===== src/rtl/cordic_cos_csr.sv =====
// Memory-mapped iterative CORDIC sine/cosine unit.
// A write to ANGLE starts a 16-iteration rotation-mode CORDIC, one iteration
// per clock; COS/SIN are updated together on the final iteration.
module cordic_cos_csr #(
  parameter logic [31:0] BASE_ADDR = 32'h00000008,
  parameter int          ITER      = 16
) (
  input  logic        clk_i,
  input  logic        rst_i,
  input  logic        bus_req_i,
  input  logic        bus_we_i,
  input  logic [31:0] bus_addr_bi,
  input  logic [3:0]  bus_be_bi,
  input  logic [31:0] bus_wdata_bi,
  output logic        bus_ack_o,
  output logic        bus_resp_o,
  output logic [31:0] bus_rdata_bo
);

  localparam int DATA_W = 24;
  localparam logic signed [31:0]     ANG_MAX = 32'sh0001921F;
  localparam logic signed [31:0]     ANG_MIN = -ANG_MAX;
  localparam logic signed [DATA_W-1:0] X_INIT = 24'sh009B75;
  localparam logic [3:0] LAST_ITER = 4'(ITER - 1);

  typedef enum logic {IDLE, RUN} state_t;

  // Clamp a signed Q16 angle to the CORDIC convergence range of +/-pi/2.
  function automatic logic signed [31:0] sat_angle(input logic signed [31:0] a);
    if (a > ANG_MAX)      return ANG_MAX;
    else if (a < ANG_MIN) return ANG_MIN;
    else                  return a;
  endfunction

  // atan(2^-i) in Q16.
  function automatic logic signed [DATA_W-1:0] atan_lut(input logic [3:0] idx);
    case (idx)
      4'd0:    return 24'sd51472;
      4'd1:    return 24'sd30386;
      4'd2:    return 24'sd16055;
      4'd3:    return 24'sd8150;
      4'd4:    return 24'sd4091;
      4'd5:    return 24'sd2047;
      4'd6:    return 24'sd1024;
      4'd7:    return 24'sd512;
      4'd8:    return 24'sd256;
      4'd9:    return 24'sd128;
      4'd10:   return 24'sd64;
      4'd11:   return 24'sd32;
      4'd12:   return 24'sd16;
      4'd13:   return 24'sd8;
      4'd14:   return 24'sd4;
      default: return 24'sd2;
    endcase
  endfunction

  state_t state_q, state_nxt;
  logic busy, last_iter;

  logic signed [DATA_W-1:0] x_q, y_q, z_q;
  logic signed [DATA_W-1:0] x_nxt, y_nxt, z_nxt;
  logic signed [DATA_W-1:0] x_sh, y_sh;
  logic [3:0]               iter_q;

  logic signed [31:0]       angle_q;
  logic signed [DATA_W-1:0] cos_q, sin_q;
  logic done_q, sat_q, ovr_q;

  logic        resp_p1;
  logic [31:0] rdata_p1;
  logic [31:0] rd_mux;

  logic [31:0] offset;
  logic [1:0]  sel;
  logic        wr, rd, angle_wr, start, drop, ovr_clr;
  logic signed [31:0] wdata_s, angle_clamped;
  logic        angle_sat;
  logic        unused_bits;

  assign offset        = bus_addr_bi - BASE_ADDR;
  assign sel           = offset[3:2];
  assign unused_bits   = ^{offset[31:4], offset[1:0], bus_be_bi};
  assign wr            = bus_req_i & bus_we_i;
  assign rd            = bus_req_i & ~bus_we_i;
  assign angle_wr      = wr && (sel == 2'd0);
  assign start         = angle_wr && !busy;
  assign drop          = angle_wr && busy;
  assign ovr_clr       = wr && (sel == 2'd3) && bus_wdata_bi[3];
  assign wdata_s       = $signed(bus_wdata_bi);
  assign angle_clamped = sat_angle(wdata_s);
  assign angle_sat     = (angle_clamped != wdata_s);

  assign bus_ack_o     = bus_req_i;
  assign bus_resp_o    = resp_p1;
  assign bus_rdata_bo  = rdata_p1;

  // FSM state register.
  always_ff @(posedge clk_i) begin
    if (rst_i) state_q <= IDLE;
    else       state_q <= state_nxt;
  end

  // FSM next-state: start on an accepted ANGLE write, stop after the last iteration.
  always_comb begin
    state_nxt = state_q;
    case (state_q)
      IDLE:    if (start) state_nxt = RUN;
      RUN:     if (last_iter) state_nxt = IDLE;
      default: state_nxt = IDLE;
    endcase
  end

  // FSM outputs.
  always_comb begin
    busy      = (state_q == RUN);
    last_iter = (state_q == RUN) && (iter_q == LAST_ITER);
  end

  // One CORDIC micro-rotation; direction follows the sign of the residual angle.
  always_comb begin
    x_sh = x_q >>> iter_q;
    y_sh = y_q >>> iter_q;
    if (!z_q[DATA_W-1]) begin
      x_nxt = x_q - y_sh;
      y_nxt = y_q + x_sh;
      z_nxt = z_q - atan_lut(iter_q);
    end else begin
      x_nxt = x_q + y_sh;
      y_nxt = y_q - x_sh;
      z_nxt = z_q + atan_lut(iter_q);
    end
  end

  // Datapath load/iterate and result/status registers.
  always_ff @(posedge clk_i) begin
    if (rst_i) begin
      x_q     <= '0;
      y_q     <= '0;
      z_q     <= '0;
      iter_q  <= '0;
      angle_q <= '0;
      cos_q   <= '0;
      sin_q   <= '0;
      done_q  <= 1'b0;
      sat_q   <= 1'b0;
      ovr_q   <= 1'b0;
    end else begin
      if (start) begin
        x_q     <= X_INIT;
        y_q     <= '0;
        z_q     <= angle_clamped[DATA_W-1:0];
        iter_q  <= '0;
        angle_q <= angle_clamped;
        sat_q   <= angle_sat;
        done_q  <= 1'b0;
      end else if (busy) begin
        x_q    <= x_nxt;
        y_q    <= y_nxt;
        z_q    <= z_nxt;
        iter_q <= iter_q + 4'd1;
        if (last_iter) begin
          cos_q  <= x_nxt;
          sin_q  <= y_nxt;
          done_q <= 1'b1;
        end
      end
      // A dropped write setting ovr takes priority over a same-cycle clear.
      if (drop)         ovr_q <= 1'b1;
      else if (ovr_clr) ovr_q <= 1'b0;
    end
  end

  // Read data selection from the current (pre-update) register values.
  always_comb begin
    rd_mux = '0;
    case (sel)
      2'd0: rd_mux = angle_q;
      2'd1: rd_mux = {{(32-DATA_W){cos_q[DATA_W-1]}}, cos_q};
      2'd2: rd_mux = {{(32-DATA_W){sin_q[DATA_W-1]}}, sin_q};
      default: rd_mux = {28'd0, ovr_q, sat_q, done_q, busy};
    endcase
  end

  // Read response stage: one cycle after the accepted read, zero otherwise.
  always_ff @(posedge clk_i) begin
    if (rst_i) begin
      resp_p1  <= 1'b0;
      rdata_p1 <= '0;
    end else begin
      resp_p1  <= rd;
      rdata_p1 <= rd ? rd_mux : 32'd0;
    end
  end

endmodule

===== config.mk =====
export PLATFORM = sky130hd
export DESIGN_NAME = cordic_cos_csr
export DESIGN_NICKNAME = d
export VERILOG_FILES = /design/src/rtl/cordic_cos_csr.sv
export SDC_FILE = /design/constraint.sdc
export NUM_CORES = 1
export LEC_CHECK = 0
export CORE_MARGIN = 3
export CORE_UTILIZATION = 40
export CTS_BUF_LIST = sky130_fd_sc_hd__clkbuf_4 sky130_fd_sc_hd__clkbuf_8 sky130_fd_sc_hd__clkbuf_16
export DETAILED_ROUTE_END_ITERATION = 6
export PLACE_DENSITY = 0.69
export RECOVER_POWER = 50
export REMOVE_ABC_BUFFERS = 1
export SLEW_MARGIN = 20
export SYNTH_ARGS = -nofsm -noshare
export SYNTH_HDL_FRONTEND = slang
export SYNTH_SLANG_ARGS = --single-unit

===== constraint.sdc =====
create_clock -name clk_i -period 12.3 [get_ports clk_i]
set_clock_uncertainty 0.1 [all_clocks]
set_input_delay 1.23 -clock clk_i [delete_from_list [all_inputs] [get_ports clk_i]]
set_output_delay 1.23 -clock clk_i [all_outputs]
set_load 0.005 [all_outputs]

==> flow_summary.ini <==
[global_routing]
grt_max_degree = 74
grt_pass1_wl_um = 75100
grt_pass1_vias = 13772
antenna_found_initial = 0
gr-total-overflow = 0
grt_use_total_pct = 22.1

[timing]
tns_ns = 0
hold_violations = 0
rsz0062_at_grt = no
post-route-min-period_ns = 7.09
fin_crit_sh_pct = 57.6
drv_slew = 214
fmax_mhz = 141
setup_slack_ns = 5.21
setup_viol = 0
relSlewSlack_pct = -105
holdWs_ns = 0.353
worstMarginPinSlew_ns = 3.07

[setup_path]
critical_path_class = primary input to flip-flop
cp-end-kind = flip-flop
worstPathRequired_ns = 12.46
cp_max_fo = 44
r2r_setup_slack_ns = 6.01
setup.worst_path.start_class = primary input
cp.arrival_ns = 7.25

[placement]
place_ws_ns = 6.15
gp_congestion = 0.932
dpl_cell_area_um2 = 16700
place.port_buffers = 71
placed_cells = 2449
post-dp-hpwl_um = 35000

[clocking]
cts_buffer_depth = 3
clk_pin_slew_ns = 0.06
clock_latency_ns = 0.54
cts_tree = built
cts_inserted_buffers = 24
ctsResizeCount = 0
cts_sinks = 209
root_buffer = clkbuf_16
cts_max_level = 1
ctsHoldBuffers = 0
cts_setup_buffers = 0

[job]
drv_cap = 4

[layout]
design_area_um2 = 17500
instances_no_fill = 2492
final_core_util_pct = 45.1
area_growth_pct = 10.9
fill_cells = 3809
nets = 2121
diodes = 0
drive_gt1_share_pct = 8.05

[yosys]
synthArstFlopShare_pct = 0
synth_edf_count = 0
synth_cell_types = 90
synth_ff_type = dfxtp_1
yosys_warnings = 0
ys_ff_latch = 209
synth_area_um2 = 15700
synthCells = 1956
yosysSeqAreaShare_pct = 26.6
postSynthAreaPerCell_um2 = 8.05

[floorplan]
fp-row-count = 72
die_h_um = 204
dieArea_um2 = 41800
die_x_um = 204
ios = 106
core_area_um2 = 38700
initial_utilization_pct = 40.6

[pwr]
fin_total_pwr_mw = 2.17
power_frac_seq_pct = 33.3
sw_frac_of_total_pct = 35.3
ir_drop_v = 0.000107
p_int_mw = 1.40
combPwrFrac_pct = 33.1
p_clk_share_pct = 33.7
power_density_nw_per_um2 = 124
p_leak_nw = 6.82
p_switching_mw = 0.765

[drt]
drtPass1Iterations = 6
first_iter_violations = 1334
vias = 14922
wire_per_inst_um = 19.2
antenna_left = 0
drc_errors = 0
wirelength_um = 47800
vias_per_cell = 5.99

[hold_path]
hold_class = flip-flop to flip-flop

[outcome]
outcome = finished, violations left
violations = capacitance limit, slew limit
## critical path, stage by stage
cell and delay [ns]:
dlygate4sd3_1 0.53, clkbuf_1 0.70, nand4b_1 0.96, nor2_2 0.30, or2_0 2.21, nor2_1 0.50
ha_1 0.46, o211ai_1 0.20, a21oi_1 0.10
## power by group through the flow
stage	clock (mW)	sequential (mW)	combinational, mW
final	0.729	0.721	0.716
after global routing	0.770	0.722	0.784
after CTS	0.743	0.720	0.710
after detailed placement	0	0.734	0.705
after global placement	0	0.734	0.689
after floorplan	0	0.728	0.510
## metal layers
metal / vias to the layer above / global-route usage (%) / wire length (um)
li1: 7087 / - / -
met1: 7142 / 30.9 / 20900
met2: 586 / 34.7 / 21500
met3: 107 / 2.05 / 3190
met4: 0 / 9.56 / 2310
met5: - / 0 / 0
## synthesized netlist by cell type (10+ instances only)
master / number / area, um^2
o21a_1: 25 / 188
or3_1: 14 / 87.6
nand3_1: 38 / 190
dfxtp_1: 209 / 4180
o21ai_0: 85 / 425
ha_1: 89 / 1110
a21oi_1: 216 / 1080
xnor2_1: 65 / 569
mux4_2: 33 / 743
nor4_1: 10 / 62.6
or2_2: 12 / 75.1
nor2b_1: 10 / 62.6
a31oi_1: 36 / 225
a21boi_0: 11 / 82.6
mux2i_1: 80 / 801
and3_1: 11 / 68.8
xor2_1: 49 / 429
nand4_1: 13 / 81.3
clkbuf_1: 76 / 285
mux2_2: 34 / 383
a211oi_1: 33 / 248
and2_1: 15 / 93.8
nor3_1: 37 / 185
nand2_1: 225 / 845
nor3b_1: 11 / 82.6
buf_1: 11 / 41.3
nand2b_1: 18 / 113
inv_1: 44 / 165
nor2_1: 221 / 830
a21o_1: 36 / 270
o22ai_1: 15 / 93.8
## area by class of cell
class | count | area [um^2] | share of cell area [%]
multi-input combinational | 1586 | 10800 | 62.0
tap | 518 | 648 | 3.71
timing repair buffer | 91 | 831 | 4.76
clock buffer | 36 | 722 | 4.14
clock inverter | 7 | 78.8 | 0.452
inverter | 45 | 169 | 0.968
sequential | 209 | 4190 | 24.0
## worst paths after layout
kind                  startpoint           to  depth (start not counted)
setup / recovery  bus_addr_bi[2]    flip-flop                          9
hold / removal       angle_q[29]  angle_q[29]                          2
setup reg to reg       iter_q[2]    sin_q[23]                         18
hold reg to reg      angle_q[29]  angle_q[29]                          2
## registers in the layout (all words and copies together) (netlist names), 4 cells and up, named ones only
signal and count:
x_q 24, sin_q 24, angle_q 32, bus_rdata_bo 32, z_q 24, cos_q 24
y_q 24, iter_q 4
## kinds of logic after synthesis
group	count (synthesis)	synth area share, %
mux	155	13.2
compound gates	554	22.0
fa+ha+maj	92	7.46
xor+xnor	114	6.34
buf+inv	161	4.81
flops	209	26.6
simple gates	671	19.6
## cells in the final DEF (no fill, tap or decap), drive strengths merged, types with 13 or more instances in the layout
| cell type | instances |
|---|---|
| buf | 16 |
| nor2 | 221 |
| o21a | 25 |
| a21o | 36 |
| clkbuf | 42 |
| xor2 | 49 |
| dfxtp | 209 |
| nand4 | 13 |
| a31oi | 36 |
| xnor2 | 65 |
| a21oi | 216 |
| clkdlybuf4s50 | 34 |
| mux4 | 36 |
| mux2i | 82 |
| nor3 | 38 |
| and2 | 15 |
| a211oi | 33 |
| nand2b | 18 |
| inv | 46 |
| ha | 89 |
| mux2 | 37 |
| nand2 | 226 |
| dlygate4sd3 | 35 |
| or2 | 14 |
| o21ai | 88 |
| o22ai | 15 |
| nand3 | 38 |
| or3 | 14 |
Power figures use the tool's default switching activity.
